[config.mk]
export PLATFORM = sky130hd
export DESIGN_NAME = mac_array_seq
export DESIGN_NICKNAME = d
export VERILOG_FILES = /design/src/rtl/mac_array_seq.sv
export SDC_FILE = /design/constraint.sdc
export NUM_CORES = 1
export LEC_CHECK = 0
export BUFFER_PORTS_ARGS = -buffer_cell sky130_fd_sc_hd__buf_4
export CAP_MARGIN = 15
export CORE_UTILIZATION = 54
export CTS_CLUSTER_DIAMETER = 60
export DETAILED_ROUTE_END_ITERATION = 8
export GPL_ROUTABILITY_DRIVEN = 0
export PLACE_DENSITY = 0.9
export SLEW_MARGIN = 40
export SYNTH_ARGS = -nofsm -noshare
export SYNTH_HDL_FRONTEND = slang
export SYNTH_SLANG_ARGS = --single-unit
[constraint.sdc]
create_clock -name clk -period 4.1 [get_ports clk]
set_input_delay 0.82 -clock clk [delete_from_list [all_inputs] [get_ports clk]]
set_output_delay 0.82 -clock clk [all_outputs]
set_load 0.01 [all_outputs]
[src/rtl/mac_array_seq.sv]
// Job sequencer for a 2x2 mac_array: clears the accumulators, streams a run
// of activations into a_in with a per-job valid_ctrl pattern, waits for the
// array pipeline to drain, then pulses done and holds the sticky result mask.
module mac_array_seq #(
  parameter int N_MACS    = 4,
  parameter int ACC_W     = 16,
  parameter int LEN_W     = 8,
  parameter int DRAIN_CYC = 3
) (
  input  logic                  clk,
  input  logic                  rst,
  input  logic                  start,
  input  logic                  abort,
  input  logic [LEN_W-1:0]      cfg_len,
  input  logic [3*N_MACS-1:0]   cfg_mode,
  input  logic                  act_valid,
  output logic                  act_ready,
  input  logic [ACC_W-1:0]      act_data,
  output logic [ACC_W-1:0]      arr_a_in,
  output logic [3*N_MACS-1:0]   arr_valid_ctrl,
  output logic [N_MACS-1:0]     arr_clear,
  input  logic [N_MACS-1:0]     arr_valid_out,
  output logic                  busy,
  output logic                  done,
  output logic [N_MACS-1:0]     res_mask
);

  localparam int VC_W = 3 * N_MACS;
  localparam int DCW  = $clog2(DRAIN_CYC + 1);

  localparam logic [2:0] S_IDLE   = 3'd0;
  localparam logic [2:0] S_CLEAR  = 3'd1;
  localparam logic [2:0] S_STREAM = 3'd2;
  localparam logic [2:0] S_DRAIN  = 3'd3;
  localparam logic [2:0] S_DONE   = 3'd4;

  logic [2:0]       state_q, state_d;
  logic [LEN_W-1:0] len_q, len_d;
  logic [VC_W-1:0]  mode_q, mode_d;
  logic [LEN_W-1:0] beat_cnt_q, beat_cnt_d;
  logic [DCW-1:0]   drain_cnt_q, drain_cnt_d;
  logic [ACC_W-1:0] a_in_q, a_in_d;
  logic [VC_W-1:0]  vc_q, vc_d;
  logic [N_MACS-1:0] mask_q, mask_d;
  logic             beat;

  // Handshake and host-visible status decoded straight from the state register
  assign act_ready = (state_q == S_STREAM);
  assign arr_clear = (state_q == S_CLEAR) ? {N_MACS{1'b1}} : {N_MACS{1'b0}};
  assign busy      = (state_q != S_IDLE);
  assign done      = (state_q == S_DONE);
  assign beat      = act_valid & act_ready;

  assign arr_a_in       = a_in_q;
  assign arr_valid_ctrl = vc_q;
  assign res_mask       = mask_q;

  // Next-state and datapath decisions for the job sequence
  always_comb begin
    // NOTE: every output of this block gets a default first, so no path can
    // leave a value unassigned and infer a latch.
    state_d     = state_q;
    len_d       = len_q;
    mode_d      = mode_q;
    beat_cnt_d  = beat_cnt_q;
    drain_cnt_d = drain_cnt_q;
    a_in_d      = a_in_q;
    vc_d        = '0;
    mask_d      = mask_q;

    case (state_q)
      S_IDLE: begin
        // abort in the same cycle as start suppresses the job
        if (start && !abort) begin
          len_d       = cfg_len;
          mode_d      = cfg_mode;
          mask_d      = '0;
          beat_cnt_d  = '0;
          drain_cnt_d = '0;
          state_d     = S_CLEAR;
        end
      end

      S_CLEAR: begin
        if (abort) begin
          state_d = S_IDLE;
        end else begin
          state_d = (len_q != '0) ? S_STREAM : S_DRAIN;
        end
      end

      S_STREAM: begin
        // An abort drops any beat offered this cycle; a_in and mask hold
        if (abort) begin
          state_d = S_IDLE;
        end else begin
          mask_d = mask_q | arr_valid_out;
          if (beat) begin
            a_in_d = act_data;
            vc_d   = mode_q;
            if (beat_cnt_q == len_q - LEN_W'(1)) begin
              beat_cnt_d = '0;
              state_d    = S_DRAIN;
            end else begin
              beat_cnt_d = beat_cnt_q + LEN_W'(1);
            end
          end
        end
      end

      S_DRAIN: begin
        if (abort) begin
          state_d = S_IDLE;
        end else begin
          mask_d = mask_q | arr_valid_out;
          if (drain_cnt_q == DCW'(DRAIN_CYC - 1)) begin
            drain_cnt_d = '0;
            state_d     = S_DONE;
          end else begin
            drain_cnt_d = drain_cnt_q + DCW'(1);
          end
        end
      end

      S_DONE: begin
        state_d = S_IDLE;
      end

      default: begin
        state_d = S_IDLE;
      end
    endcase
  end

  // State and datapath registers with synchronous active-high reset
  always_ff @(posedge clk) begin
    // NOTE: sequential state uses non-blocking assignments so every register
    // samples the pre-edge values regardless of statement order.
    if (rst) begin
      state_q     <= S_IDLE;
      len_q       <= '0;
      mode_q      <= '0;
      beat_cnt_q  <= '0;
      drain_cnt_q <= '0;
      a_in_q      <= '0;
      vc_q        <= '0;
      mask_q      <= '0;
    end else begin
      state_q     <= state_d;
      len_q       <= len_d;
      mode_q      <= mode_d;
      beat_cnt_q  <= beat_cnt_d;
      drain_cnt_q <= drain_cnt_d;
      a_in_q      <= a_in_d;
      vc_q        <= vc_d;
      mask_q      <= mask_d;
    end
  end

endmodule
After elaboration in Yosys (flattened, before gate mapping)
Cells that the tools add are included.
{"block": "totals", "regBits": 65, "input_bits": 45, "output_inout_bits": 39, "word_cells": 68}
{"block": "op_classes", "n_addsub": 3, "eq_ne": 14, "muxes": 22, "bitwise": 5, "n_reduce_logical": 16}
{"operator": "$mux W8", "n": 4}
{"operator": "$mux W3", "n": 6}
{"operator": "$pmux W8 S2", "n": 1}
{"operator": "$mux W4", "n": 3}
{"operator": "$pmux W3 S4", "n": 1}
{"operator": "$reduce_and A3 Y1", "n": 3}
{"operator": "$add A8 B1 Y8 const B", "n": 1}
{"operator": "$eq A8 B8 Y1", "n": 1}
{"operator": "$mux W2", "n": 4}
{"operator": "$ne A2 B2 Y1 const B", "n": 4}
{"operator": "$pmux W4 S2", "n": 1}
{"operator": "$reduce_and A4 Y1", "n": 2}
{"operator": "$reduce_bool A8 Y1", "n": 1}
{"operator": "$sub A8 B1 Y8 const B", "n": 1}
{"operator": "$eq A3 B2 Y1 const B", "n": 2}
{"operator": "$ne A3 B2 Y1 const B", "n": 2}
{"operator": "$reduce_bool A2 Y1", "n": 3}
{"operator": "$or A4 B4 Y4", "n": 1}
{"operator": "$pmux W2 S2", "n": 1}
{"operator": "$reduce_or A4 Y1", "n": 1}
{"operator": "$eq A3 B1 Y1 const B", "n": 1}
{"operator": "$eq A3 B3 Y1 const B", "n": 1}
{"operator": "$logic_not A3 Y1", "n": 1}
{"operator": "$ne A3 B3 Y1 const B", "n": 1}
{"operator": "11 further kinds", "n": 13}

Logic depth before layout (Yosys ltp)
Gate-level depths: netlist (run 1).
{"block": "depth", "ltp_word": 6, "ltp_mapped": 8, "ltp_nobuf": 8}

Worst setup path before layout (run 1)
OpenSTA, ideal clock, no wires.
{"block": "synth_timing", "path_type": "reg2reg", "start": "register len_q[0]", "end": "register beat_cnt_q[2]", "setup_time_ps": 120, "t_arrival_ps": 2088, "required_ps": 3980, "path_slack_ps": 1892, "path_stages_with_launch": 6, "n_path_buf": 0, "period_less_slack_ps": 2208, "path_cell_list": "dfxtp_1 or3_1 or4_4 a2111oi_4 nor3_1 a211o_1"}
{"block": "synth_between", "elab_chain_len": 6}
{"element": "start, declared", "line": "38", "source": "logic [LEN_W-1:0] len_q, len_d;"}
{"element": "start signal, assigned", "line": "150", "source": "len_q <= len_d;"}
{"element": "$sub A8 B1 Y8", "line": "101", "source": "if (beat_cnt_q == len_q - LEN_W'(1)) begin"}
{"element": "$eq A8 B8 Y1", "line": "101"}
{"element": "$mux W8", "line": "101"}
{"element": "$mux W8", "line": "98", "source": "if (beat) begin"}
{"element": "$mux W8", "line": "94", "source": "if (abort) begin"}
{"element": "$pmux W8 S2", "line": "71", "source": "case (state_q)"}
{"element": "end signal, assigned", "line": "152", "source": "beat_cnt_q <= beat_cnt_d;"}
{"element": "end, declared", "line": "40", "source": "logic [LEN_W-1:0] beat_cnt_q, beat_cnt_d;"}
No other way between the ends. The select of a mux whose other input is x is not followed.
A chain may end at the register's enable or synchronous reset.

Final worst setup path (run 1)
{"block": "layout_timing", "start": "register beat_cnt_q[3]", "end": "register beat_cnt_q[2]"}
{"block": "layout_between", "elab_chain_len": 5}
{"element": "$eq A8 B8 Y1", "line": "101"}
{"element": "$mux W8", "line": "101"}
{"element": "$mux W8", "line": "98"}
{"element": "$mux W8", "line": "94"}
{"element": "$pmux W8 S2", "line": "71"}
No other way between the ends. The select of a mux whose other input is x is not followed.

==> flow_metrics.tcl, run 1 <==
set metrics [dict create \
    status "complete, no violations" \
    nNetsFinal 441 \
    setup_violations 0 \
    drc 0 \
    grt_pass1_vias 2354 \
    cap_violations 0 \
    final_cell_mix "88 x nand2_1, 85 x buf_4, 65 x dfxtp_1" \
    synth_area_leaders "dfxtp_1 48%, nand2_1 12%, a21oi_1 8.2%" \
    final_common_cell "nand2_1" \
    cts.clk_slew.worst_paths_ns 0.07 \
    hp-class "flip-flop to flip-flop" \
    slowest_delay_ns 0.64 \
    ys_seq_area_frac 0.484 \
    drt_iter0_markers 110 \
    skew_ns 0.00269 \
    routed_via_density 5.20 \
    clk_path_buf_depth 2 \
    clk_latency_ns 0.35 \
    synth_largest_area_cell "dfxtp_1" \
    firstDrtPassIters 4 \
    worstMarginPinSlew_ns 0.652 \
    met2_length_um 3120 \
    startpoint_type "flip-flop" \
    multiInputGateArea_um2 1270 \
    setup_slack_ns 1.61 \
    antenna_found_initial 0 \
    fmax_ghz 0.401 \
    ys_ff_latch 65 \
    core_area_um2 4750 \
    cp-end-kind "flip-flop" \
    fin_crit_sh 0.608 \
    die_height_um 72.5 \
    vias 2421 \
    top_layer_used "met4" \
    cts_setup_buffers 0 \
    syn_avg_cell_area_um2 8.40 \
    ff_latch_area_um2 1300 \
    yosys.area.top_type_share 0.484 \
    crit_slowest_cell "a2111oi_4" \
    grt_pass1_wl_um 10500 \
    finalHoldViolCount 0 \
    post-route-min-period_ns 2.49 \
    syn_nets 367 \
    wl_met3_um 544 \
    area_growth_pct 30.1 \
    required_ns 4.34 \
    rsz0062_at_grt "no" \
    criticalPathCategory "flip-flop to flip-flop" \
    io-pin-count 84 \
    critPathArrivalTime_ns 2.73 \
    p_leak_nw 1.45 \
    grt_start_max_net_pins 53 \
    cts_root_buf "clkbuf_8" \
    antenna_left 0 \
    yosys_warnings 0 \
    ir_drop_mv 0.339 \
    core.rowCount 25 \
    crit_buf_inv 0 \
    powerDensity_nw_per_um2 368 \
    die_w_um 72.5 \
    antenna_cells 0 \
    drt-wirelength-per-cell_um 13.7 \
    dpl_worst_slack_ns 1.36 \
    crit_path_cell_trace "nand2_1 > o211a_1 > or4_4 > a2111oi_4 > nor3_1 > a211o_1" \
    grt_usage 0.263 \
    ys_types 40 \
    wl_um 6380 \
    cts.repair.resized 0 \
    cts.sink_count 65 \
    h-tree-depth 3 \
    synth_area_um2 2690 \
    hold_buffers 0 \
    drv_slew 0 \
    maxSlewHeadroom 0.565 \
    n_fill_cell 360 \
    drive_above_1_share 0.273 \
    die_area_um2 5260 \
    drt-met1-wl_um 2570 \
    tns_ns 0 \
    hpwl_um 4450 \
    cts_tree "built" \
    path_max_fanout 9 \
    grt.overflow.total 0 \
    initial_core_util 0.565 \
    synth_cells 320 \
    port_buffers 83 \
    numCtsBuffers 9 \
    critical-path-top-delay-family "compound AO/OA/AOI/OAI gates" \
]
## Yosys cell counts
cell type	instances
nand4bb_1	1
a2111oi_4	1
o21ai_1	3
or4_1	3
nand2_1	88
nor3_1	7
inv_1	4
buf_2	1
a211o_1	1
nand4_1	1
o41ai_1	1
or4_4	1
nand2b_1	4
nand3_1	3
a21o_1	3
nor4_4	1
clkbuf_1	17
nor3b_1	6
a21oi_1	44
a22oi_1	1
a221oi_1	1
nor4bb_1	1
nor2_1	12
a2bb2oi_1	1
o311ai_0	1
nor4b_1	1
o211a_1	1
or2_2	4
xnor2_1	8
xor2_1	6
buf_6	1
and2_1	13
nor2b_1	1
a221oi_2	1
a2111oi_0	2
ha_1	2
buf_4	3
mux2i_1	3
dfxtp_1	65
or3_1	2
## state kept, by name, summed over array words and instances, names as in the netlist
register	flops
arr_a_in	16
arr_valid_ctrl	12
beat_cnt_q	8
drain_cnt_q	2
len_q	8
mode_q	12
res_mask	4
state_q	3
## path summary, 6_finish.rpt
path / slack, ns / start / endpoint / depth (start not counted)
setup / recovery: 1.61 / beat_cnt_q[3]$_SDFFE_PP0P_ / beat_cnt_q[2]$_SDFFE_PP0P_ / 6
hold / removal: 0.45 / mode_q[9]$_SDFFE_PP0P_ / mode_q[9]$_SDFFE_PP0P_ / 2
setup reg to reg: 1.61 / beat_cnt_q[3]$_SDFFE_PP0P_ / beat_cnt_q[2]$_SDFFE_PP0P_ / 6
hold reg to reg: 0.45 / mode_q[9]$_SDFFE_PP0P_ / mode_q[9]$_SDFFE_PP0P_ / 2
## logic make-up (layout without fill, tap and decap cells)
kind of cell,count (synthesis),after routing,synth area share
xor+xnor,14,14,0.0456
simple gates,149,149,0.265
mux,3,3,0.0112
compound gates,61,61,0.141
fa+ha+maj,2,2,0.00931
flops,65,65,0.484
buf+inv,26,105,0.0438
## worst min-delay path: stages, from the launching register on
cell,delay (ns)
dfxtp_1,0.31
nand2_1,0.05
a21oi_1,0.05
## power breakdown
group | internal (mW) | switching, mW | leakage, nW
Combinational | 0.0579 | 0.0549 | 0.825
Sequential | 0.642 | 0.0111 | 0.526
Clock | 0.277 | 0.243 | 0.0998
## per-stage QoR
| stage | instance area [um^2] | std cells | hold WS, ns | total power, mW | util |
|---|---|---|---|---|---|
| after global routing | 3500 | 466 | 0.479 | 1.32 | 0.735 |
| after CTS | 3490 | 466 | 0.453 | 1.29 | 0.735 |
| after floorplan | 2690 | 320 | 0.430 | 0.729 | - |
| final | 3500 | 466 | 0.451 | 1.29 | 0.735 |
| after detailed placement | 3310 | 450 | 0.440 | 0.780 | 0.696 |
| after global placement | 3310 | 450 | 0.435 | 0.774 | 0.696 |
## cell type report
type                       instances  share of cell area
timing repair buffer              85               0.183
multi-input combinational        229               0.364
clock inverter                     6              0.0168
clock buffer                      10              0.0365
sequential                        65               0.372
tap                               67              0.0240
inverter                           4             0.00429
## metal layers
layer,track usage,vias up
met2,0.443,94
li1,-,1214
met3,0.0792,15
met5,0,-
met4,0.139,0
met1,0.299,1098
Note: power is estimated with default switching activity, not from simulation.
==> inputs of run 2 (changes only) <==
CORE_UTILIZATION = 45   (was 54)
PLACE_DENSITY = 0.81   (was 0.9)
clock period = 2.07 ns   (was 4.1 ns; I/O delays follow)
==> run 2 against run 1 <==
The flow now finishes with violations (setup timing). First-iteration DRC count is 31% lower. Cell count increased by 5.6%. Clock power is 110% higher. Sequential power up 98%. Global-route usage is 4.8 points lower. Register-to-register slack got worse by 1.7 ns. Maximum frequency up 13%. Critical path depth unchanged. Die area is 19% higher. Clock skew increased by 0.0054 ns. Via count rose by 3.6%. Highest routed layer unchanged. Non-clock buffer count is 21 higher.
==> flow_metrics.tcl, run 2 (synthesized netlist as in run 1, its figures left out) <==
set metrics [dict create \
    r2r_slack_ns -0.13 \
    path_max_fanout 7 \
    nNetsFinal 462 \
    p_leak_nw 1.58 \
    numCtsBuffers 9 \
    core.rowCount 27 \
    die_height_um 79.3 \
    cts_root_buf "clkbuf_8" \
    cts_tree "built" \
    drt-wirelength-per-cell_um 13.5 \
    grt.overflow.total 0 \
    cts.sink_count 65 \
    n_fill_cell 460 \
    critPathArrivalTime_ns 2.45 \
    ff_latch_area_um2 1310 \
    grt_pass1_vias 2387 \
    dpl_worst_slack_ns -0.0979 \
    tns_ns -0.550 \
    initial_core_util 0.476 \
    grt_pass1_wl_um 10300 \
    skew_ns 0.00808 \
    drive_above_1_share 0.343 \
    drv_slew 0 \
    crit_start "len_q[1]$_SDFFE_PP0P_" \
    firstDrtPassIters 4 \
    grt_usage 0.215 \
    io-pin-count 84 \
    final_cell_mix "105 x buf_4, 88 x nand2_1, 61 x dfxtp_1" \
    startpoint_type "flip-flop" \
    r2r-start "len_q[1]$_SDFFE_PP0P_" \
    port_buffers 83 \
    hold_buffers 0 \
    cp-endpoint "state_q[0]$_SDFFE_PP0P_" \
    drt_iter0_markers 76 \
    clk_latency_ns 0.34 \
    clk_path_buf_depth 2 \
    fmax_ghz 0.455 \
    grt_start_max_net_pins 28 \
    hpwl_um 4520 \
    violations "setup timing" \
    largest_register_ffs 16 \
    ir_drop_mv 0.448 \
    hold_ws_ns 0.315 \
    ff2ff_path_depth 6 \
    cap_violations 0 \
    die_area_um2 6290 \
    die_w_um 79.3 \
    h-tree-depth 3 \
    powerDensity_nw_per_um2 706 \
    rsz0062_at_grt "yes" \
    antenna_left 0 \
    criticalPathCategory "flip-flop to flip-flop" \
    status "complete, but fails checks" \
    finalHoldViolCount 0 \
    worstMarginPinSlew_ns 0.451 \
    cts.clk_slew.worst_paths_ns 0.08 \
    setup_slack_ns -0.127 \
    wl_um 6620 \
    antenna_found_initial 0 \
    vias 2509 \
    timing.rr.end "state_q[0]$_SDFFE_PP0P_" \
    cp-end-kind "flip-flop" \
    antenna_cells 0 \
    hp-class "input port to flip-flop" \
    post-route-min-period_ns 2.20 \
    required_ns 2.32 \
    fin_crit_sh 1.06 \
    final_common_cell "buf_4" \
    final_cells 492 \
    multiInputGateArea_um2 1320 \
    placed_cells 472 \
    core_area_um2 5640 \
    drc 0 \
    setup_violations 9 \
    maxSlewHeadroom 0.698 \
    routed_via_density 5.10 \
    area_growth_pct 38.9 \
]
run 2: cell count changes in the layout (fill, tap and decap cells not counted), sizes merged:
cell      change
buf          +21
clkinv        -2
clkinvlp      +1
inv           +1
run 2: power by group:
part | leakage [nW] | switching [mW] | internal, mW
Sequential | 0.527 | 0.0191 | 1.27
Combinational | 0.951 | 0.118 | 0.134
Clock | 0.103 | 0.502 | 0.590
Total | 1.58 | 0.639 | 2.00
run 2: worst min-delay path by stage:
stage          cells past startpoint  slack [ns]                    start                            end
6_report                           3        0.31              cfg_mode[3]         mode_q[3]$_SDFFE_PP0P_
5_1_grt                            3        0.29              act_data[9]       arr_a_in[9]$_SDFFE_PP0P_
3_3_place_gp                       1        0.43  mode_q[10]$_SDFFE_PP0P_  arr_valid_ctrl[10]$_SDFF_PP0_
2_1_floorplan                      1        0.43   mode_q[0]$_SDFFE_PP0P_   arr_valid_ctrl[0]$_SDFF_PP0_
4_1_cts                            3        0.30              cfg_mode[3]         mode_q[3]$_SDFFE_PP0P_
3_5_place_dp                       2        0.44  mode_q[10]$_SDFFE_PP0P_        mode_q[10]$_SDFFE_PP0P_
run 2: critical path, stage by stage (launching register included):
cell and delay, ns:
dfxtp_2 0.33, or3_4 0.39, or4_4 0.53, a2111oi_4 0.34, buf_4 0.22, nand2_1 0.07, a221oi_2 0.23
run 2: timing repair:
item | in CTS | in global routing
setup endpoints to repair | 12 | 9
setup buffers | 3 | 1
pin swaps | 3 | 2
resized for setup | 11 | 5
run 2: area by class of cell:
cell class,instances,share of cell area
inverter,4,0.00402
clock buffer,10,0.0369
clock inverter,6,0.0174
timing repair buffer,106,0.214
multi-input combinational,229,0.353
sequential,65,0.350
tap,72,0.0241
run 2: per-stage QoR:
stage               total power [mW]  utilization  cell area [um^2]
finish                          2.64        0.662              3730
global route                    2.74        0.662              3730
CTS                             2.65        0.657              3710
detailed placement              1.56        0.610              3440
global placement                1.55        0.610              3440
floorplan                       1.44            -              2690
run 2: per-layer routing:
layer,global-route usage,part of all wire,up-vias
met5,0,0,-
met4,0.127,0.015,0
met3,0.0759,0.067,11
met2,0.357,0.50,72
met1,0.236,0.42,1173
li1,-,-,1253
==> inputs of run 3 (changes only) <==
RECOVER_POWER = 100   (was unset)
==> run 3 against run 2 <==
The flow still finishes with violations (setup timing). Largest power group unchanged. Via count increased by 0.64%. Non-clock buffer count unchanged. Combinational power decreased by 3%. Design area decreased by 4.2%. Highest routed layer unchanged.
==> flow_metrics.tcl, run 3 (synthesized netlist as in run 1, its figures left out) <==
set metrics [dict create \
    core.rowCount 27 \
    met2_length_um 3270 \
    drv_slew 0 \
    wl_met3_um 373 \
    io-pin-count 84 \
    area_growth_pct 33.1 \
    rsz0062_at_grt "yes" \
    multiInputGateArea_um2 1320 \
    wl_um 6570 \
    cts.clk_slew.worst_paths_ns 0.08 \
    cp-end-kind "flip-flop" \
    hold_start "cfg_mode[3]" \
    comb_power_share 0.093 \
    antenna_found_initial 0 \
    required_ns 2.32 \
    violations "setup timing" \
    r2r_slack_ns -0.13 \
    p_sw_uw 637 \
    grt_pass1_vias 2387 \
    drt-met1-wl_um 2790 \
    dpl_worst_slack_ns -0.0979 \
    slowest_delay_ns 0.53 \
    h-tree-depth 3 \
    final_common_cell "nand2_1" \
    pwr-share-seq 0.492 \
    powerDensity_nw_per_um2 734 \
    cts_root_buf "clkbuf_8" \
    grt.overflow.total 0 \
    skew_ns 0.00915 \
    die_height_um 79.3 \
    drc 0 \
    antenna_left 0 \
    status "complete, but fails checks" \
    ff2ff_path_depth 6 \
    path_max_fanout 7 \
    die_w_um 79.3 \
    drt_iter0_markers 78 \
    port_buffers 83 \
    place_area_um2 3440 \
    design_area_um2 3580 \
    vias 2525 \
    finalHoldViolCount 0 \
    grt_usage 0.215 \
    hpwl_um 4520 \
    grt_pass1_wl_um 10300 \
    die_area_um2 6290 \
    n_fill_cell 503 \
    cts.sink_count 65 \
    critPathArrivalTime_ns 2.44 \
    numCtsBuffers 9 \
    timing.rr.end "state_q[0]$_SDFFE_PP0P_" \
    clk_path_buf_depth 2 \
    worstMarginPinSlew_ns 0.683 \
    setup_violations 9 \
    routed_via_density 5.13 \
    post-route-min-period_ns 2.20 \
    fin_crit_sh 1.06 \
    clkPwrFrac 0.416 \
    ir_drop_mv 0.448 \
    final_cell_mix "88 x nand2_1, 63 x buf_4, 61 x dfxtp_1" \
    hold_buffers 0 \
    r2r-start "len_q[1]$_SDFFE_PP0P_" \
    drt-wirelength-per-cell_um 13.3 \
    largest_register_ffs 16 \
    criticalPathCategory "flip-flop to flip-flop" \
    top_layer_used "met4" \
    fmax_ghz 0.455 \
    cap_violations 0 \
    nNetsFinal 462 \
    ff_latch_area_um2 1310 \
    crit_slowest_cell "or4_4" \
    firstDrtPassIters 4 \
    antenna_cells 0 \
    p_int_mw 1.99 \
    hp-class "input port to flip-flop" \
    maxSlewHeadroom 0.545 \
    crit_path_cell_trace "or3_4 > or4_4 > a2111oi_4 > buf_4 > nand2_1 > a221oi_2" \
    p_leak_nw 1.41 \
    initial_core_util 0.476 \
    sw_frac_of_total 0.243 \
    clk_latency_ns 0.34 \
    min_path_cells 3 \
    grt_start_max_net_pins 28 \
    startpoint_type "flip-flop" \
    drive_above_1_share 0.245 \
    power.total_mw 2.63 \
    worst_hold_path.endpoint "mode_q[3]$_SDFFE_PP0P_" \
    setup_slack_ns -0.126 \
    core_area_um2 5640 \
    cts_tree "built" \
]
[run 3: cell count changes in the layout (fill, tap and decap cells not counted)]
cell / delta
buf_4: -42
clkbuf_1: +40
and2_0: +3
and2_1: -3
clkbuf_2: +2
or2_1: +1
or2_2: -1
[run 3: repair_timing]
action,CTS,global route
setup buffers,3,1
setup endpoints to repair,12,9
pin swaps,3,2
gates resized for setup,11,5
[run 3: routing by layer]
metal	up-vias	GRT usage
met5	-	0
met4	0	0.127
met3	14	0.0759
met2	73	0.357
met1	1184	0.236
li1	1254	-
[run 3: power by group through the flow]
stage,Combinational [mW],Clock [mW],Sequential (mW)
finish,0.244,1.09,1.29
global route,0.263,1.17,1.29
CTS,0.249,1.11,1.29
detailed placement,0.238,0,1.32
global placement,0.233,0,1.32
floorplan,0.132,0,1.31
[run 3: critical path, delay by kind of cell (launching register included)]
family	cells	cell delay [ns]
flip-flops	1	0.33
AO/OA/AOI/OAI	2	0.56
AND/OR/NAND/NOR	3	0.98
buffers and inverters	1	0.22
[run 3: layout make-up]
| type | instances | share of cell area |
|---|---|---|
| sequential | 65 | 0.365 |
| multi-input combinational | 229 | 0.369 |
| tap | 72 | 0.0252 |
| clock buffer | 10 | 0.0385 |
| timing repair buffer | 106 | 0.180 |
| inverter | 4 | 0.00420 |
| clock inverter | 6 | 0.0182 |
[run 3: worst max path at each step]
stage | from | end | slack, ns | cells after the start
after CTS | len_q[1]$_SDFFE_PP0P_ | beat_cnt_q[2]$_SDFFE_PP0P_ | -0.09 | 6
after floorplan | len_q[1]$_SDFFE_PP0P_ | beat_cnt_q[2]$_SDFFE_PP0P_ | -0.03 | 5
after global placement | len_q[1]$_SDFFE_PP0P_ | beat_cnt_q[3]$_SDFFE_PP0P_ | -0.04 | 6
after global routing | len_q[1]$_SDFFE_PP0P_ | state_q[0]$_SDFFE_PP0P_ | -0.17 | 6
final | len_q[1]$_SDFFE_PP0P_ | state_q[0]$_SDFFE_PP0P_ | -0.13 | 6
after detailed placement | len_q[5]$_SDFFE_PP0P_ | state_q[0]$_SDFFE_PP0P_ | -0.1 | 7
[run 3: per-stage QoR]
stage,util,TNS [ns],hold slack (ns),cells
2_1_floorplan,-,-0.0279,0.430,320
3_3_place_gp,0.610,-0.169,0.434,472
3_5_place_dp,0.610,-0.485,0.442,472
4_1_cts,0.657,-0.285,0.304,491
5_1_grt,0.634,-1.41,0.294,492
6_report,0.634,-0.537,0.316,492
